<file path="src/rtl/output_port_scheduler_if.sv">
// Command handshake bundle for the output port scheduler.
// The master offers timestamped commands; the slave (scheduler) accepts them.
interface output_port_scheduler_if #(
    parameter int NUM_DATA   = 1,
    parameter int DEST_WIDTH = 4,
    parameter int TIME_WIDTH = 64
);
    logic                  cmd_valid;
    logic                  cmd_ready;
    logic [TIME_WIDTH-1:0] cmd_time;
    logic [DEST_WIDTH-1:0] cmd_dest;
    logic [NUM_DATA-1:0]   cmd_data;

    modport master (
        output cmd_valid,
        output cmd_time,
        output cmd_dest,
        output cmd_data,
        input  cmd_ready
    );

    modport slave (
        input  cmd_valid,
        input  cmd_time,
        input  cmd_dest,
        input  cmd_data,
        output cmd_ready
    );
endinterface

</file>
<file path="src/rtl/output_port_scheduler.sv">
// Timed output port scheduler.
// Commands {time, dest, data} are queued in order. Each cycle the queue head is
// compared against a free-running time counter: it fires when the times match,
// is dropped as late when its time has passed, and is dropped immediately when
// its destination does not exist. A fire drives a registered one-hot write
// enable and the shared write data one cycle later.
module output_port_scheduler #(
    parameter int NUM_DATA   = 1,
    parameter int NUM_PORTS  = 4,
    parameter int DEST_WIDTH = 4,
    parameter int TIME_WIDTH = 64,
    parameter int FIFO_DEPTH = 16
) (
    input  logic                  clk,
    input  logic                  reset,
    input  logic                  counter_en,
    input  logic                  flush,
    input  logic                  clear_flags,
    output_port_scheduler_if.slave cmd,
    output logic [NUM_PORTS-1:0]  port_wr_en,
    output logic [NUM_DATA-1:0]   port_data,
    output logic [TIME_WIDTH-1:0] time_now,
    output logic                  busy,
    output logic                  late_flag,
    output logic                  bad_dest_flag
);

    localparam int AW = $clog2(FIFO_DEPTH);

    // Queue storage is data-only and never reset; pointers carry validity.
    logic [TIME_WIDTH-1:0] r_mem_time [FIFO_DEPTH];
    logic [DEST_WIDTH-1:0] r_mem_dest [FIFO_DEPTH];
    logic [NUM_DATA-1:0]   r_mem_data [FIFO_DEPTH];

    // Pointers carry one extra wrap bit so full and empty are distinguishable.
    logic [AW:0]           r_wr_ptr;
    logic [AW:0]           r_rd_ptr;
    logic [TIME_WIDTH-1:0] r_time;
    logic [NUM_PORTS-1:0]  r_wr_en;
    logic [NUM_DATA-1:0]   r_data;
    logic                  r_late;
    logic                  r_bad;

    logic [AW:0]           w_count;
    logic                  w_empty;
    logic                  w_full;
    logic                  w_push;
    logic [TIME_WIDTH-1:0] w_head_time;
    logic [DEST_WIDTH-1:0] w_head_dest;
    logic [NUM_DATA-1:0]   w_head_data;
    logic                  w_eval;
    logic                  w_dest_bad;
    logic                  w_bad_pop;
    logic                  w_late_pop;
    logic                  w_fire;
    logic                  w_pop;
    logic [NUM_PORTS-1:0]  w_onehot;

    // Queue status, head decode and the per-cycle fire/discard decision.
    always_comb begin
        w_count     = r_wr_ptr - r_rd_ptr;
        w_empty     = (w_count == '0);
        w_full      = (w_count == (AW+1)'(FIFO_DEPTH));
        // Pushes offered while flushing are dropped along with the queue.
        w_push      = cmd.cmd_valid && !w_full && !flush;
        w_head_time = r_mem_time[r_rd_ptr[AW-1:0]];
        w_head_dest = r_mem_dest[r_rd_ptr[AW-1:0]];
        w_head_data = r_mem_data[r_rd_ptr[AW-1:0]];
        // A flush cycle suppresses any head action so nothing fires from it.
        w_eval      = !w_empty && !flush;
        // Widened compare so NUM_PORTS == 2**DEST_WIDTH is representable.
        w_dest_bad  = ({1'b0, w_head_dest} >= (DEST_WIDTH+1)'(NUM_PORTS));
        w_bad_pop   = w_eval && w_dest_bad;
        w_late_pop  = w_eval && !w_dest_bad && (w_head_time < r_time);
        w_fire      = w_eval && !w_dest_bad && (w_head_time == r_time);
        w_pop       = w_bad_pop || w_late_pop || w_fire;
        w_onehot    = '0;
        for (int i = 0; i < NUM_PORTS; i++) begin
            w_onehot[i] = ({1'b0, w_head_dest} == (DEST_WIDTH+1)'(i));
        end
    end

    // Control state: counter, queue pointers, registered port outputs, flags.
    always_ff @(posedge clk) begin
        if (reset) begin
            r_time   <= '0;
            r_wr_ptr <= '0;
            r_rd_ptr <= '0;
            r_wr_en  <= '0;
            r_data   <= '0;
            r_late   <= 1'b0;
            r_bad    <= 1'b0;
        end else begin
            if (counter_en) begin
                r_time <= r_time + TIME_WIDTH'(1);
            end
            if (flush) begin
                r_rd_ptr <= r_wr_ptr;
            end else begin
                if (w_push) begin
                    r_wr_ptr <= r_wr_ptr + (AW+1)'(1);
                end
                if (w_pop) begin
                    r_rd_ptr <= r_rd_ptr + (AW+1)'(1);
                end
            end
            r_wr_en <= w_fire ? w_onehot : '0;
            if (w_fire) begin
                r_data <= w_head_data;
            end
            // A set event wins over a simultaneous clear.
            if (w_late_pop) begin
                r_late <= 1'b1;
            end else if (clear_flags) begin
                r_late <= 1'b0;
            end
            if (w_bad_pop) begin
                r_bad <= 1'b1;
            end else if (clear_flags) begin
                r_bad <= 1'b0;
            end
        end
    end

    // Queue entry write on an accepted push.
    always_ff @(posedge clk) begin
        if (w_push) begin
            r_mem_time[r_wr_ptr[AW-1:0]] <= cmd.cmd_time;
            r_mem_dest[r_wr_ptr[AW-1:0]] <= cmd.cmd_dest;
            r_mem_data[r_wr_ptr[AW-1:0]] <= cmd.cmd_data;
        end
    end

    assign cmd.cmd_ready  = !w_full;
    assign port_wr_en     = r_wr_en;
    assign port_data      = r_data;
    assign time_now       = r_time;
    assign busy           = !w_empty;
    assign late_flag      = r_late;
    assign bad_dest_flag  = r_bad;

endmodule
</file>
<file path="src/flat_wrapper.sv">
// flat-port wrapper written by rule: the top's interface ports become plain ports
module output_port_scheduler_flat 
#(
    parameter int NUM_DATA   = 1,
    parameter int NUM_PORTS  = 4,
    parameter int DEST_WIDTH = 4,
    parameter int TIME_WIDTH = 64,
    parameter int FIFO_DEPTH = 16
)
  (clk, reset, counter_en, flush, clear_flags, port_wr_en, port_data, time_now, busy, late_flag, bad_dest_flag, cmd_cmd_valid, cmd_cmd_time, cmd_cmd_dest, cmd_cmd_data, cmd_cmd_ready);
  output_port_scheduler_if #(.NUM_DATA(NUM_DATA), .DEST_WIDTH(DEST_WIDTH), .TIME_WIDTH(TIME_WIDTH)) cmd_i ();
  input  logic clk;
  input  logic reset;
  input  logic counter_en;
  input  logic flush;
  input  logic clear_flags;
  output logic [NUM_PORTS-1:0] port_wr_en;
  output logic [NUM_DATA-1:0] port_data;
  output logic [TIME_WIDTH-1:0] time_now;
  output logic busy;
  output logic late_flag;
  output logic bad_dest_flag;
  input wire logic [$bits(cmd_i.cmd_valid)-1:0] cmd_cmd_valid;
  input wire logic [$bits(cmd_i.cmd_time)-1:0] cmd_cmd_time;
  input wire logic [$bits(cmd_i.cmd_dest)-1:0] cmd_cmd_dest;
  input wire logic [$bits(cmd_i.cmd_data)-1:0] cmd_cmd_data;
  output wire logic [$bits(cmd_i.cmd_ready)-1:0] cmd_cmd_ready;
  assign cmd_i.cmd_valid = cmd_cmd_valid;
  assign cmd_i.cmd_time = cmd_cmd_time;
  assign cmd_i.cmd_dest = cmd_cmd_dest;
  assign cmd_i.cmd_data = cmd_cmd_data;
  assign cmd_cmd_ready = cmd_i.cmd_ready;
  output_port_scheduler #(.NUM_DATA(NUM_DATA), .NUM_PORTS(NUM_PORTS), .DEST_WIDTH(DEST_WIDTH), .TIME_WIDTH(TIME_WIDTH), .FIFO_DEPTH(FIFO_DEPTH)) u_core (.clk(clk), .reset(reset), .counter_en(counter_en), .flush(flush), .clear_flags(clear_flags), .cmd(cmd_i), .port_wr_en(port_wr_en), .port_data(port_data), .time_now(time_now), .busy(busy), .late_flag(late_flag), .bad_dest_flag(bad_dest_flag));
endmodule
</file>
<file path="config.mk">
export PLATFORM = sky130hd
export DESIGN_NAME = output_port_scheduler_flat
export DESIGN_NICKNAME = d
export VERILOG_FILES = /design/src/rtl/output_port_scheduler_if.sv /design/src/rtl/output_port_scheduler.sv /design/src/flat_wrapper.sv
export SDC_FILE = /design/constraint.sdc
export NUM_CORES = 1
export LEC_CHECK = 0
export BUFFER_PORTS_ARGS = -buffer_cell sky130_fd_sc_hd__buf_2
export CORE_ASPECT_RATIO = 1.75
export CORE_MARGIN = 10
export CORE_UTILIZATION = 62
export DETAILED_ROUTE_END_ITERATION = 12
export PLACE_DENSITY = 0.91
export SETUP_SLACK_MARGIN = 0.15
export SYNTH_ARGS = -nofsm -noshare
export SYNTH_HDL_FRONTEND = slang
export SYNTH_SLANG_ARGS = --single-unit
</file>
<file path="constraint.sdc">
create_clock -name clk -period 10.1 [get_ports clk]
set_clock_uncertainty 0.2 [all_clocks]
set_input_delay 0 -clock clk [delete_from_list [all_inputs] [get_ports clk]]
set_output_delay 0 -clock clk [all_outputs]
set_load 0.1 [all_outputs]
</file>
**Word level (Yosys, flattened, before mapping)**

Memory sizes are Yosys's and may differ from the RTL's. A register that Yosys moved wholly into a read port is not among the register bits.
Index checks and enable logic that the tools add are counted.

- Flip-flop bits (word level): 80
- Memory bits (writable): 1,104
- Input bits: 75
- Output and inout bits: 73
- Word-level logic and storage cells: 53
- Memories kept: 3

Memory list:

| memory | depth | bits a word | read ports | clocked after memory_dff | wr ports | RTL line | source |
|---|---|---|---|---|---|---|---|
| u_core.r_mem_time | 16 | 64 | 1 | 1 | 1 | output_port_scheduler.sv:31 | `logic [TIME_WIDTH-1:0] r_mem_time [FIFO_DEPTH];` |
| u_core.r_mem_dest | 16 | 4 | 1 | 1 | 1 | output_port_scheduler.sv:32 | `logic [DEST_WIDTH-1:0] r_mem_dest [FIFO_DEPTH];` |
| u_core.r_mem_data | 16 | 1 | 1 | 1 | 1 | output_port_scheduler.sv:33 | `logic [NUM_DATA-1:0] r_mem_data [FIFO_DEPTH];` |

- Add/sub/neg operators: 4
- Order comparisons: 2
- Equal/unequal tests: 5
- Multiplexer cells: 11
- Bitwise gates (word level): 2
- Reduce and logical (&&, ||, !) cells: 20

Operators by type and width:

| cell | count |
|---|---|
| 64-bit by 1-bit adder with 64-bit output, second input constant | 1 |
| 64-bit == test | 1 |
| 64-bit less-than comparator | 1 |
| 4-bit two-way mux | 4 |
| 5-bit by 1-bit adder with 5-bit output, second input constant | 2 |
| 5-bit two-way mux | 2 |
| 4-bit by 2-bit == test with 1-bit output, second input constant | 2 |
| 1-bit logical AND | 7 |
| 2-bit nonzero test | 3 |
| 5-bit == test, second input constant | 1 |
| 5-bit logical NOT | 1 |
| 1-bit two-way mux | 5 |
| 5-bit subtractor | 1 |
| 4-bit by 1-bit == test with 1-bit output, second input constant | 1 |
| 4-bit by 3-bit greater-or-equal comparator with 1-bit output, second input constant | 1 |
| 1-bit logical NOT | 4 |
| 4-bit logical NOT | 1 |
| 1-bit logical OR | 2 |
| 1-bit NOT | 2 |
| 2-bit AND reduction | 1 |
| 2-bit OR reduction | 1 |

**Longest topological paths before layout**

- Depth in word-level cells: 12
- Depth in mapped cells: 16
- Mapped depth without buffers: 12

**Worst setup path before layout**

No wires, ideal clock.

- Path kind: register to register
- Start point: reg u_core.r_rd_ptr[1]
- End point: mem u_core.r_mem_data[3] (enable)
- Data arrival time: 8.853 ns
- Required time: 9.319 ns
- Path slack: 0.467 ns
- Cell stages (with the launch flop): 12
- Cells stage by stage: dfxtp_1 -> clkbuf_1 -> inv_1 -> ha_1 -> and3b_1 -> nor2_1 -> nor3b_1 -> o21ai_0 -> and3_1 -> clkbuf_1 -> nand2_1 -> nor3_1

- Word-level cells in the longest chain between the ends: 7

Ends and longest elaborated chain:

| element | RTL line | source |
|---|---|---|
| start: declaration | output_port_scheduler.sv:37 | `logic [AW:0] r_rd_ptr;` |
| start signal: assignment | output_port_scheduler.sv:98 | `r_rd_ptr <= r_wr_ptr;` |
| start signal: assignment | output_port_scheduler.sv:104 | `r_rd_ptr <= r_rd_ptr + (AW+1)'(1);` |
| 5-bit subtractor | output_port_scheduler.sv:61 | `w_count = r_wr_ptr - r_rd_ptr;` |
| 5-bit == test | output_port_scheduler.sv:63 | `w_full = (w_count == (AW+1)'(FIFO_DEPTH));` |
| 1-bit logical NOT | -- |  |
| via cmd_cmd_ready | flat_wrapper.sv:27 | `output wire logic [$bits(cmd_i.cmd_ready)-1:0] cmd_cmd_ready;` |
| 1-bit logical AND (2 in a row) | output_port_scheduler.sv:65 | `w_push = cmd.cmd_valid && !w_full && !flush;` |
| 1-bit two-way mux | output_port_scheduler.sv:127 | `if (w_push) begin` |
| 1-bit two-way mux (implied by the code) | output_port_scheduler.sv:130 | `r_mem_data[r_wr_ptr[AW-1:0]] <= cmd.cmd_data;` |
| end: declaration | output_port_scheduler.sv:33 |  |

The timed path passes the listed nets, and every way through them passes these cells.

==> summary.txt <==
Worst setup path
  – Worst Path Required: 10.45 ns
  – Startpoint Class: flip-flop
  – Crit-path max cell delay: 0.99 ns
  – Worst Setup End Kind: flip-flop
  – Critical path arrival: 7.15 ns
  – Reg2Reg Depth: 11
  – CP Class: flip-flop to flip-flop
  – Critical Path Slowest Stage Cell: nor4_1
  – Max Fanout on Critical Path: 114
  – Critical Path Most Common Cell: mux4_2
  – Cell Chain, Critical Path: buf_12 -> mux4_2 -> mux4_2 -> ha_1 -> and4_1 -> nand2_1 -> nor4_1 -> o21ai_0 -> a31oi_2 -> nor2_1 -> a2111oi_2

Layout
  – FF/Latch Area: 34900 um^2
  – Share of layout cells above drive strength 1: 0.279
  – Most common cell after layout, fill and taps aside: edfxtp_1
  – Area delta synth->final: 13.4%
  – Most frequent cells in the layout: edfxtp_1, mux4_2, buf_2, nor2_1, clkbuf_16
  – # fillers: 3940
  – Final net count: 2653
  – Design area: 53000 um^2
  – Multi-input logic area: 11400 um^2

Yosys
  – EDFF count, synth: 1104
  – Yosys cell types: 65
  – Syn avg cell area: 20.9 um^2
  – Post-synthesis xor/xnor area fraction: 0.0125
  – Async set-reset flop share out of synthesis: 0
  – Largest family of logic cells by synthesized area: multiplexers
  – Synth warn: 0
  – Sequential element share of the synthesized area: 0.745
  – Synthesized net count: 2387
  – Synth Area in Simple Gates: 0.0337
  – Synth Area in Adders: 0.0198
  – Compound-Gate Fraction of Synth Area: 0.0121
  – #FFs+latches synth: 1189
  – Synth Cell Area: 46800 um^2
  – Cells after synthesis: 2238
  – Top_reg_cell synth: edfxtp_1
  – Multiplexer area fraction after synthesis: 0.162

Die
  – Initial Util: 0.623
  – Die area: 87300 um^2
  – DIE WIDTH: 228 um
  – Die Ht: 383 um
  – I/O Pins: 148
  – Core area: 75100 um^2
  – FP Rows: 133

CTS
  – Num CTS Buffers: 94
  – Setup repair bufs after CTS: 0
  – TritonCTS Sinks: 1189
  – # H-tree levels: 3
  – Worst skew pair latency: 0.69 ns
  – Post-CTS sizing: 0
  – CTS tree: done
  – Clock tree buffer depth: 3
  – Worst-path clk slew: 0.07 ns
  – CTS root buf: clkbuf_16

Timing
  – Setup_tns: 0 ns
  – Slew headroom: 0.0922
  – Tcrit/Tclk final: 0.674
  – Setup Viol. Count Final: 0
  – Worst Slack Setup Final: 3.29 ns
  – Crit path time final: 6.81 ns
  – Slew @ Worst Pin: 1.35 ns
  – Hold Vio Cnt, Final: 0
  – RSZ-0062 raised after global routing: no
  – Slew Viols, Final: 0
  – Max Clock Freq: 147 MHz

Job
  – Number of max-cap violations: 0

Route
  – Avg Vias per Cell: 7.18
  – Vias: 25.9k
  – Post-route antenna net violation count: 0
  – DRC: 0
  – TritonRoute pass-1 iters: 6
  – Drt wl/cell: 35.3 um
  – Final WL: 127000 um
  – 1st-iter DRT viols: 4309

GRT
  – Initial antenna violation count: 8
  – Number of global-route vias before repair: 26.5k
  – Total gr overflow: 0
  – Largest net degree at the start of global routing: 169
  – First-pass GRT wire length: 186000 um
  – Total Routing Usage GR: 0.297

Power
  – Leakage power: 0.0167 uW
  – Pwr/cell area: 203 nW/um^2
  – VDD IR max: 0.128 mV

Min path
  – Hold path depth: 4
  – Worst Hold Class: input port to flip-flop

Placement
  – Dpl ws: 3.50 ns
  – Hpwl dp: 64600 um
  – Final RePlAce weighted congestion: 0.849
  – Port Buffer Count: 147
  – Area after DPL: 48900 um^2

Outcome
  – Outcome: complete, no violations
-- worst paths after layout --
check / start / endpoint / slack [ns]
setup / recovery: flip-flop / u_core.r_rd_ptr[1] / 3.29
hold / removal: counter_en / u_core.time_now[0] / 0.02
setup reg to reg: flip-flop / u_core.r_rd_ptr[1] / 3.29
hold reg to reg: u_core.time_now[53] / u_core.time_now[53] / 0.31
-- metrics by stage --
step | total power (uW) | std cells | hold WS, ns | utilization
2_1_floorplan | 6340 | 2238 | -0.101 | -
3_3_place_gp | 6570 | 3342 | 0.117 | 0.651
3_5_place_dp | 6660 | 3342 | 0.123 | 0.651
4_1_cts | 10700 | 3597 | 0.00549 | 0.707
5_1_grt | 11000 | 3601 | 0.0489 | 0.707
6_report | 10700 | 3603 | 0.0196 | 0.707
-- final cells by class --
cell class              instances  share of cell area
multi-input cells             875               0.214
well taps                    1012              0.0239
flip-flops and latches       1189               0.657
clock buffers                 113              0.0480
repair buffers                266              0.0349
inverters                      78             0.00552
diodes                          6            0.000283
clock inverters                64              0.0160
-- Yosys cell counts, types with 4 or more instances --
| master | n | area [um^2] |
|---|---|---|
| nand2_1 | 47 | 176 |
| nor4_1 | 14 | 87.6 |
| nor2b_1 | 4 | 25.0 |
| and4_1 | 14 | 123 |
| nor3_1 | 26 | 130 |
| ha_1 | 74 | 926 |
| clkbuf_1 | 67 | 251 |
| buf_2 | 9 | 45.0 |
| a21o_1 | 8 | 60.1 |
| edfxtp_1 | 1104 | 33200 |
| inv_2 | 4 | 15.0 |
| nor2_1 | 111 | 417 |
| buf_1 | 17 | 63.8 |
| inv_1 | 74 | 278 |
| nand4_1 | 22 | 138 |
| or3_1 | 8 | 50.1 |
| o21ai_0 | 17 | 85.1 |
| dfxtp_1 | 85 | 1700 |
| mux4_2 | 336 | 7570 |
| and3_1 | 12 | 75.1 |
| a21oi_1 | 30 | 150 |
| xnor2_1 | 63 | 552 |
| nand3_1 | 29 | 145 |
-- critical path: cells and delay by family (launching register included) --
family | cells | cell delay [ns]
simple gates | 4 | 1.53
buf+inv | 1 | 0.72
flops | 1 | 0.91
compound gates | 3 | 1.52
fa+ha+maj | 1 | 0.40
mux | 2 | 1.21
-- layer usage --
layer,track usage,routed length [um],vias up
met3,0.0814,16700,526
met5,0,20,-
met2,0.469,62800,2592
met4,0.152,6790,4
li1,-,-,9739
met1,0.375,41000,13000
-- cell families after synthesis --
kind of cell               count (synthesis)
and+or+nand+nor                          311
AOI/OAI and AO/OA                         86
buffers and inverters                    174
xor gates and xnor gates                  65
muxes                                    339
DFF                                     1189
adders and majority gates                 74
-- flip-flops by register name, indices dropped and copies added (netlist names), named ones only --
signal                cells
u_core.r_wr_ptr           5
u_core.r_mem_data        16
u_core.r_rd_ptr           5
u_core.bad_dest_flag      1
u_core.r_mem_dest        64
u_core.late_flag          1
u_core.port_wr_en         4
u_core.port_data          1
u_core.r_mem_time      1024
u_core.time_now          64
-- report_power, final --
group / switching, uW / internal [uW]
clock network: 1800 / 2300
logic: 623 / 560
registers: 58.7 / 5410
total: 2480 / 8270
-- what timing repair did --
item | 4_1_cts | 5_1_grt
endpoints found under the hold margin | 1189 | 0
hold buffers | 78 | 0
setup endpoints to repair | 0 | 0
(Power assumes the default switching activity.)
